<file path="config.mk">
export PLATFORM = sky130hd
export DESIGN_NAME = stopwatch_core
export DESIGN_NICKNAME = d
export VERILOG_FILES = /design/src/rtl/stopwatch_pkg.sv /design/src/rtl/stopwatch_core_edge_sync.sv /design/src/rtl/stopwatch_core.sv
export SDC_FILE = /design/constraint.sdc
export NUM_CORES = 1
export LEC_CHECK = 0
export CAP_MARGIN = 20
export CORE_ASPECT_RATIO = 0.75
export CORE_MARGIN = 2
export CORE_UTILIZATION = 25
export DETAILED_ROUTE_END_ITERATION = 10
export GPL_TIMING_DRIVEN = 0
export PLACE_DENSITY = 0.59
export SLEW_MARGIN = 25
export SYNTH_ARGS = -nofsm -noshare
export SYNTH_HDL_FRONTEND = slang
export SYNTH_HIERARCHICAL = 1
export SYNTH_SLANG_ARGS = --single-unit
export TNS_END_PERCENT = 10
</file>
<file path="constraint.sdc">
create_clock -name clk -period 1.6 [get_ports clk]
set_input_delay 0.48 -clock clk [delete_from_list [all_inputs] [get_ports clk]]
set_output_delay 0.48 -clock clk [all_outputs]
set_load 0.05 [all_outputs]
</file>
<file path="src/rtl/stopwatch_pkg.sv">
// -----------------------------------------------------------------------------
// stopwatch_pkg
// Shared types and constants for the stopwatch timekeeping core.
//   sw_state_t  : run-control FSM states (IDLE, RUN, PAUSE)
//   bcd_digit_t : one 4-bit BCD digit
//   sw_time_t   : SS.HH as four packed digits, MSB digit first, so the
//                 struct maps bit-for-bit onto the 16-bit display bus
//   digit_inc() : saturating-range BCD increment returning {carry, digit}
// -----------------------------------------------------------------------------
package stopwatch_pkg;

  typedef enum logic [1:0] {
    IDLE  = 2'd0,
    RUN   = 2'd1,
    PAUSE = 2'd2
  } sw_state_t;

  typedef logic [3:0] bcd_digit_t;

  typedef struct packed {
    bcd_digit_t sec_tens;
    bcd_digit_t sec_ones;
    bcd_digit_t hun_tens;
    bcd_digit_t hun_ones;
  } sw_time_t;

  localparam bcd_digit_t HUN_MAX      = 4'd9;
  localparam bcd_digit_t SEC_ONES_MAX = 4'd9;
  localparam bcd_digit_t SEC_TENS_MAX = 4'd5;

  // Increment one digit within 0..max. Comparing with >= rather than == means
  // a digit can never walk past its limit, even from an illegal value.
  function automatic logic [4:0] digit_inc(input bcd_digit_t d, input bcd_digit_t max);
    if (d >= max) return {1'b1, 4'd0};
    else          return {1'b0, d + 4'd1};
  endfunction

endpackage

</file>
<file path="src/rtl/stopwatch_core_edge_sync.sv">
// -----------------------------------------------------------------------------
// edge_sync
// Brings an asynchronous slow square wave into the clk domain and turns each
// rising edge into a single-cycle tick. Also used by the display multiplexer
// refresh logic.
//   STAGES   : synchroniser depth, minimum 2
//   clk      : system clock
//   rst      : synchronous, active-high reset
//   async_in : asynchronous input wave
//   tick     : one-cycle pulse per rising edge of async_in
// -----------------------------------------------------------------------------
module edge_sync #(
  parameter int STAGES = 2
) (
  input  logic clk,
  input  logic rst,
  input  logic async_in,
  output logic tick
);

  logic [STAGES-1:0] sync_q;
  logic              hist_q;

  // NOTE: sequential state uses non-blocking (<=) so every flop samples the
  // pre-edge value of its neighbour; blocking here would collapse the chain.
  always_ff @(posedge clk) begin
    if (rst) begin
      sync_q <= '0;
      hist_q <= 1'b0;
    end else begin
      sync_q <= {sync_q[STAGES-2:0], async_in};
      hist_q <= sync_q[STAGES-1];
    end
  end

  assign tick = sync_q[STAGES-1] & ~hist_q;

endmodule

</file>
<file path="src/rtl/stopwatch_core.sv">
// -----------------------------------------------------------------------------
// stopwatch_core
// Counts elapsed time as BCD SS.HH from the divided 100 Hz square wave, under
// control of a start/stop/clear FSM. clk_div is only ever sampled, never used
// as a clock.
// Optional feature: define STOPWATCH_LAP_EN to add the lap-freeze register.
//   TICK_HZ        : clk_div frequency (informational; counting is in 1/100 s)
//   SYNC_STAGES    : clk_div synchroniser depth, minimum 2
//   clk            : 100 MHz system clock
//   rst            : synchronous, active-high reset
//   clk_div        : asynchronous divided square wave
//   btn_start_stop : one-cycle pulse, toggles run/pause
//   btn_clear      : one-cycle pulse, returns to IDLE and zeroes the count
//   btn_lap        : one-cycle pulse, lap freeze (lap build only)
//   bcd_time       : {sec_tens, sec_ones, hun_tens, hun_ones}
//   running        : high while in RUN
//   wrap           : one-cycle pulse when 59.99 rolls to 00.00
//   lap_active     : display frozen (always 0 without the lap build)
// -----------------------------------------------------------------------------
module stopwatch_core
  import stopwatch_pkg::*;
#(
  parameter int TICK_HZ     = 100,
  parameter int SYNC_STAGES = 2
) (
  input  logic        clk,
  input  logic        rst,
  input  logic        clk_div,
  input  logic        btn_start_stop,
  input  logic        btn_clear,
  input  logic        btn_lap,
  output logic [15:0] bcd_time,
  output logic        running,
  output logic        wrap,
  output logic        lap_active
);

  // Only elaborates for an illegal configuration, flagging it in the hierarchy.
  if (SYNC_STAGES < 2 || TICK_HZ < 1) begin : g_bad_cfg
    logic cfg_invalid;
    assign cfg_invalid = 1'b1;
  end

  logic      tick;
  sw_state_t state_q, state_d;
  sw_time_t  time_q, time_d;
  logic      wrap_q, wrap_d;

  edge_sync #(
    .STAGES   (SYNC_STAGES)
  ) u_tick_sync (
    .clk      (clk),
    .rst      (rst),
    .async_in (clk_div),
    .tick     (tick)
  );

  // ---------------- FSM: state register ----------------
  always_ff @(posedge clk) begin
    if (rst) state_q <= IDLE;
    else     state_q <= state_d;
  end

  // ---------------- FSM: next state ----------------
  // NOTE: every combinational output gets a default before any branch, so no
  // path leaves it unassigned and no latch is inferred.
  always_comb begin
    state_d = state_q;
    if (btn_clear) begin
      state_d = IDLE;
    end else if (btn_start_stop) begin
      unique case (state_q)
        IDLE:    state_d = RUN;
        RUN:     state_d = PAUSE;
        PAUSE:   state_d = RUN;
        default: state_d = IDLE;
      endcase
    end
  end

  // ---------------- FSM: outputs ----------------
  always_comb begin
    running = (state_q == RUN);
  end

  // ---------------- BCD cascade ----------------
  // Counting is decided on state_q, so a tick arriving with a start/stop press
  // is applied according to the state before the transition.
  always_comb begin
    logic c0, c1, c2, c3;
    c0     = 1'b0;
    c1     = 1'b0;
    c2     = 1'b0;
    c3     = 1'b0;
    time_d = time_q;
    wrap_d = 1'b0;
    if (btn_clear) begin
      time_d = '0;
    end else if (tick && state_q == RUN) begin
      {c0, time_d.hun_ones} = digit_inc(time_q.hun_ones, HUN_MAX);
      if (c0) begin
        {c1, time_d.hun_tens} = digit_inc(time_q.hun_tens, HUN_MAX);
        if (c1) begin
          {c2, time_d.sec_ones} = digit_inc(time_q.sec_ones, SEC_ONES_MAX);
          if (c2) begin
            {c3, time_d.sec_tens} = digit_inc(time_q.sec_tens, SEC_TENS_MAX);
            wrap_d = c3;
          end
        end
      end
    end
  end

  always_ff @(posedge clk) begin
    if (rst) begin
      time_q <= '0;
      wrap_q <= 1'b0;
    end else begin
      time_q <= time_d;
      wrap_q <= wrap_d;
    end
  end

  assign wrap = wrap_q;

`ifdef STOPWATCH_LAP_EN
  // ---------------- Lap freeze ----------------
  logic     lap_q, lap_d;
  sw_time_t lap_time_q, lap_time_d;

  // The snapshot is the count shown at the press; a tick landing on the same
  // edge moves only the live count.
  always_comb begin
    lap_d      = lap_q;
    lap_time_d = lap_time_q;
    if (btn_clear || state_d == IDLE) begin
      lap_d = 1'b0;
    end else if (btn_lap && state_q != IDLE) begin
      lap_d = ~lap_q;
      if (!lap_q) lap_time_d = time_q;
    end
  end

  // NOTE: the snapshot register is reset as well, even though it is only
  // visible while lap_q is set, so the whole block starts from a known state.
  always_ff @(posedge clk) begin
    if (rst) begin
      lap_q      <= 1'b0;
      lap_time_q <= '0;
    end else begin
      lap_q      <= lap_d;
      lap_time_q <= lap_time_d;
    end
  end

  assign bcd_time   = lap_q ? lap_time_q : time_q;
  assign lap_active = lap_q;
`else
  logic unused_btn_lap;
  assign unused_btn_lap = btn_lap;
  assign bcd_time       = time_q;
  assign lap_active     = 1'b0;
`endif

endmodule

</file>
==> results.py, run 1 <==
metrics = {
    "run_status": {
        "status": "finished, violations left",
        "violations": "setup timing",
    },
    "detailed_routing": {
        "vias": 952,
        "drt_pass1_iterations": 4,
        "first_iter_violations": 81,
        "avgViaCountPerCell": 4.35,
        "drtAntennaViolNets": 0,
        "drc": 0,
        "routed_wl_um": 2660,
        "wl_per_cell_um": 12.1,
    },
    "critical_path": {
        "ff2ff_setup_slack_ns": -0.08,
        "rr_startpoint": "bcd_time[1]",
        "reg2regPathDepth": 7,
        "startpoint_type": "flop",
        "worst-path-max-fanout": 9,
        "worst_ep_arrival_time_ns": 1.88,
        "critical_path_class": "flop to flop",
        "rr_endpoint": "bcd_time[14]",
        "cp.required_ns": 1.80,
        "end_kind": "flop",
    },
    "clock_network": {
        "clockRootBuffer": "clkbuf_8",
        "hold_buffers": 0,
        "htreeDepth": 1,
        "cts_buffer_depth": 2,
        "cts_num_sinks": 22,
        "clk_pin_slew_ns": 0.08,
        "clk_latency_ns": 0.27,
        "cts_made_buffers": 3,
        "cts_tree": "built",
    },
    "place": {
        "routabilityCongestion": 0.770,
        "io_buffers": 22,
        "dp_hpwl_um": 1780,
    },
    "sta": {
        "post-route-period-util": 1.05,
        "period_needed_ns": 1.68,
        "setup_viol": 5,
        "max-slew-margin-rel": 0.616,
        "rsz0062_at_grt": "yes",
        "whs_ns": 0.445,
        "setup_slack_ns": -0.0824,
        "worst_slew_pin_slew_ns": 0.577,
        "hold_viol_final": 0,
        "finalClockSkew_ns": 0.00566,
        "slew_viol_final": 0,
        "max_freq_ghz": 0.594,
    },
    "global_routing": {
        "grt_pass1_wl_um": 4570,
        "grt_pass1_vias": 945,
        "grt_antenna_before_repair": 0,
        "grt_max_degree": 13,
        "grt.total_usage": 0.112,
        "grt_overflow": 0,
    },
    "cells_and_area": {
        "area_delta_synth_final_pct": 44.8,
        "drive_gt1_frac": 0.407,
        "layout_commonest_cell": "dfxtp_1",
        "antennaDiodeCount": 0,
        "final_cell_mix": "13 x dfxtp_1, 10 x nor2_1, 9 x ha_1, 9 x buf_4, 9 x clkdlybuf4s15_2",
        "nNetsFinal": 181,
    },
    "power_and_ir_drop": {
        "ir_worst_vdd_v": 0.000346,
        "p_total_w": 0.00101,
        "power_density_nw_per_um2": 604,
        "p_leak_nw": 0.646,
    },
    "flow_run": {
        "drv_cap": 0,
    },
    "min_path": {
        "holdCritPathClass": "flop to flop",
        "worstHoldStart": "u_tick_sync/sync_q[0]",
        "min_path_cells": 1,
        "whs_endpoint": "u_tick_sync/sync_q[1]",
    },
    "floorplan": {
        "start_util": 0.260,
        "die_height_um": 62.8,
        "die_x_um": 82.4,
        "die_area_sq_um": 5170,
        "rows": 21,
        "core_area_sq_um": 4440,
        "io_pins": 25,
    },
    "synthesis": {
        "ys_seq_area_frac": 0.382,
        "synth_edf_count": 0,
        "yosys_warnings": 6,
        "synth_area_sq_um": 1150,
        "postSynth.asyncResetShare": 0,
        "syn_area_per_cell_sq_um": 9.00,
        "syn_inst": 128,
        "ys_types": 39,
        "synth_seq_cells": 22,
        "synth-main-ff-cell": "dfxtp_1",
        "synth_fp_nets": 146,
    },
}
-- layer usage --
metal	GRT usage	vias up	wire [um]
met4	0.0250	0	34
li1	-	507	-
met5	0	-	0
met2	0.156	19	1140
met1	0.163	422	1330
met3	0.0419	4	143
-- how the worst max path moves through the flow --
stage               slack [ns]        start  depth (start not counted)      endpoint
finish                   -0.08  bcd_time[1]                          7  bcd_time[14]
global route             -0.14  bcd_time[1]                          7  bcd_time[14]
CTS                      -0.09  bcd_time[1]                          7  bcd_time[14]
detailed placement       -0.48          rst                          5  bcd_time[11]
global placement         -0.49          rst                          5   bcd_time[7]
floorplan                -0.11  bcd_time[0]                          7  bcd_time[14]
-- synth_stat cells, types with 3 or more instances --
master / instances / area, sq um
a21oi_1: 8 / 40.0
dfxtp_1: 22 / 440
ha_1: 12 / 150
inv_1: 10 / 37.5
mux2i_1: 3 / 30.0
nand2_1: 9 / 33.8
nand3_1: 5 / 25.0
nand4_1: 4 / 25.0
nor2_1: 10 / 37.5
nor2b_1: 4 / 25.0
nor3_1: 5 / 25.0
-- timing repair --
action,CTS,global route
gates resized for setup,64,21
pin swaps,5,10
endpoints found under the setup margin,33,20
buffers inserted,0,8
-- per-stage QoR --
stage                      util  setup TNS, ns  area (sq um)  setup WS (ns)  instances
final                     0.376         -0.146          1670        -0.0824        219
after global placement    0.338          -7.05          1500         -0.485        207
after CTS                 0.361         -0.235          1600        -0.0903        211
after global routing      0.376          -1.03          1670         -0.140        219
after floorplan               -         -0.746          1210         -0.112        128
after detailed placement  0.338          -7.10          1500         -0.484        207
-- power by group --
group          switching [W]  internal [W]   total, W
sequential        0.00000234      0.000545   0.000547
clock               0.000187      0.000220   0.000407
combinational      0.0000299     0.0000250  0.0000550
total               0.000219      0.000790    0.00101
-- flip-flops by register name, summed over array words and instances (netlist names) --
name	cells
bcd_time	16
state_q	2
u_tick_sync/hist_q	1
u_tick_sync/sync_q	2
wrap	1
-- critical path, stage by stage (launching register included) --
cell	delay, ns
dfxtp_4	0.37
inv_4	0.04
ha_2	0.16
or3b_4	0.25
nand3_4	0.08
buf_8	0.15
or4_4	0.42
a21oi_2	0.15
-- cell families after synthesis --
logic type | synth area share
and+or+nand+nor | 0.250
DFF | 0.382
AOI/OAI and AO/OA | 0.109
buffers and inverters | 0.0695
adders and majority gates | 0.130
xor gates and xnor gates | 0.0304
muxes | 0.0261
other | 0.00325
-- cell type report --
type                    count  area [sq um]
multi-input cells          90           716
fillers                   444          2770
flip-flops and latches     22           462
inverters                  10          40.0
well taps                  57          71.3
clock buffers               4          55.1
repair buffers             30           262
plain buffers               6          63.8
(Power assumes the default switching activity.)
==> run 2, diff against run 1 <==
- CAP_MARGIN: 20 -> 30
==> results of run 2 <==
Final layout, timing and power as in run 1 (identical DEF).
==> run 3, diff against run 2 <==
- CTS_CLUSTER_SIZE: not set -> 25
- SKIP_CTS_REPAIR_TIMING: not set -> 1
==> run 3 against run 2 <==
  * The flow still finishes with violations (setup timing)
  * Sequential power about the same
  * Worst setup slack got worse by 0.015 ns
  * Routed wire length decreased by 4.6%
  * Register-to-register slack lost 0.02 ns
  * Worst hold slack improved by 0.00082 ns
  * Total power shrank 1.0%
  * Global-route usage down 0.71 points
  * Utilization decreased by 2.1 points
  * Critical path depth stayed put
  * Critical path type unchanged
  * Largest cell class unchanged
==> results.py, run 3 (synthesized netlist as in run 1, its figures left out) <==
metrics = {
    "run_status": {
        "status": "finished, violations left",
        "violations": "setup timing",
    },
    "floorplan": {
        "rows": 21,
        "die_x_um": 82.4,
        "core_area_sq_um": 4440,
        "die_area_sq_um": 5170,
        "io_pins": 25,
        "start_util": 0.260,
        "die_height_um": 62.8,
    },
    "critical_path": {
        "end_kind": "flop",
        "worst_ep_arrival_time_ns": 1.89,
        "cp-startpoint": "bcd_time[0]",
        "cp.required_ns": 1.79,
        "critical_path_class": "flop to flop",
        "worst-path-max-fanout": 10,
        "rr_startpoint": "bcd_time[0]",
        "startpoint_type": "flop",
    },
    "global_routing": {
        "grt_pass1_wl_um": 4240,
        "grt.total_usage": 0.105,
        "grt_pass1_vias": 905,
        "grt_max_degree": 13,
        "grt_overflow": 0,
        "grt_antenna_before_repair": 0,
    },
    "cells_and_area": {
        "area_delta_synth_final_pct": 36.6,
        "layout_commonest_cell": "dfxtp_1",
        "drive_gt1_frac": 0.305,
        "final_cell_mix": "13 x dfxtp_1, 10 x nor2_1, 10 x clkbuf_2",
        "largest_reg_flops": 16,
        "nNetsFinal": 173,
        "antennaDiodeCount": 0,
    },
    "place": {
        "io_buffers": 22,
        "routabilityCongestion": 0.770,
        "dp_hpwl_um": 1780,
        "pre_cts_ws_ns": -0.484,
    },
    "power_and_ir_drop": {
        "p_total_w": 0.000999,
        "ir_worst_vdd_v": 0.000340,
        "power_density_nw_per_um2": 635,
        "p_leak_nw": 0.741,
    },
    "detailed_routing": {
        "vias": 929,
        "first_iter_violations": 66,
        "routed_wl_um": 2540,
        "wl_per_cell_um": 12.0,
        "drt_pass1_iterations": 4,
        "avgViaCountPerCell": 4.40,
        "drtAntennaViolNets": 0,
        "drc": 0,
    },
    "min_path": {
        "holdCritPathClass": "flop to flop",
        "worstHoldStart": "u_tick_sync/sync_q[0]",
    },
    "sta": {
        "setup_tns_ns": -0.135,
        "rsz0062_at_grt": "yes",
        "worst_slew_pin_slew_ns": 0.513,
        "setup_viol": 3,
        "slew_viol_final": 0,
        "period_needed_ns": 1.70,
        "setup_slack_ns": -0.0974,
        "max_freq_ghz": 0.589,
        "max-slew-margin-rel": 0.657,
        "hold_viol_final": 0,
        "post-route-period-util": 1.06,
        "finalClockSkew_ns": 0.00527,
    },
    "clock_network": {
        "cts_num_sinks": 22,
        "clk_latency_ns": 0.26,
        "clockRootBuffer": "clkbuf_8",
        "htreeDepth": 1,
        "cts_made_buffers": 3,
        "cts_buffer_depth": 2,
        "cts_tree": "built",
        "clk_pin_slew_ns": 0.07,
    },
    "flow_run": {
        "drv_cap": 0,
    },
}
==> run 3: cell count changes in the layout (fill, tap and decap cells not counted), sizes merged <==
cell,previous run,this run
buf,18,5
dlymetal6s2s,1,9
clkbuf,7,15
clkdlybuf4s15,11,0
==> run 3: metal layers <==
layer | vias to the layer above | share of wire | wire length [um] | GRT usage
met1 | 420 | 0.50 | 1280 | 0.159
met3 | 2 | 0.060 | 152 | 0.0448
met4 | 0 | 0.0063 | 16 | 0.0271
met5 | - | 0 | 0 | 0
li1 | 490 | - | - | -
met2 | 17 | 0.43 | 1090 | 0.134
==> run 3: final timing paths <==
path              cells past startpoint  slack (ns)                     to
setup / recovery                      7        -0.1           bcd_time[14]
hold / removal                        1        0.45  u_tick_sync/sync_q[1]
setup reg to reg                      7        -0.1           bcd_time[14]
hold reg to reg                       1        0.45  u_tick_sync/sync_q[1]
==> run 3: area by class of cell <==
type                    instances  area [sq um]
fillers                       447          2870
multi-input cells              90           696
flip-flops and latches         22           462
repair buffers                 22           195
well taps                      57          71.3
plain buffers                   6          57.6
clock buffers                   4          55.1
inverters                      10          37.5
==> run 3: through the flow <==
step,instance area [sq um],utilization,std cells,hold WS [ns]
floorplan,1210,-,128,0.414
global placement,1500,0.338,207,0.420
detailed placement,1500,0.338,207,0.431
CTS,1560,0.350,211,0.450
global route,1570,0.354,211,0.471
finish,1570,0.354,211,0.446
==> run 3: critical path: stages (launching register included) <==
cell,delay [ns]
dfxtp_4,0.39
inv_2,0.04
ha_2,0.15
or3b_4,0.25
nand3_4,0.08
buf_6,0.16
or4_1,0.40
a21oi_1,0.16
==> run 3: where the power goes <==
| part | switching, W | internal (W) | leakage [nW] |
|---|---|---|---|
| Combinational | 0.0000297 | 0.0000234 | 0.529 |
| Clock | 0.000179 | 0.000219 | 0.0288 |
| Sequential | 0.00000241 | 0.000545 | 0.184 |
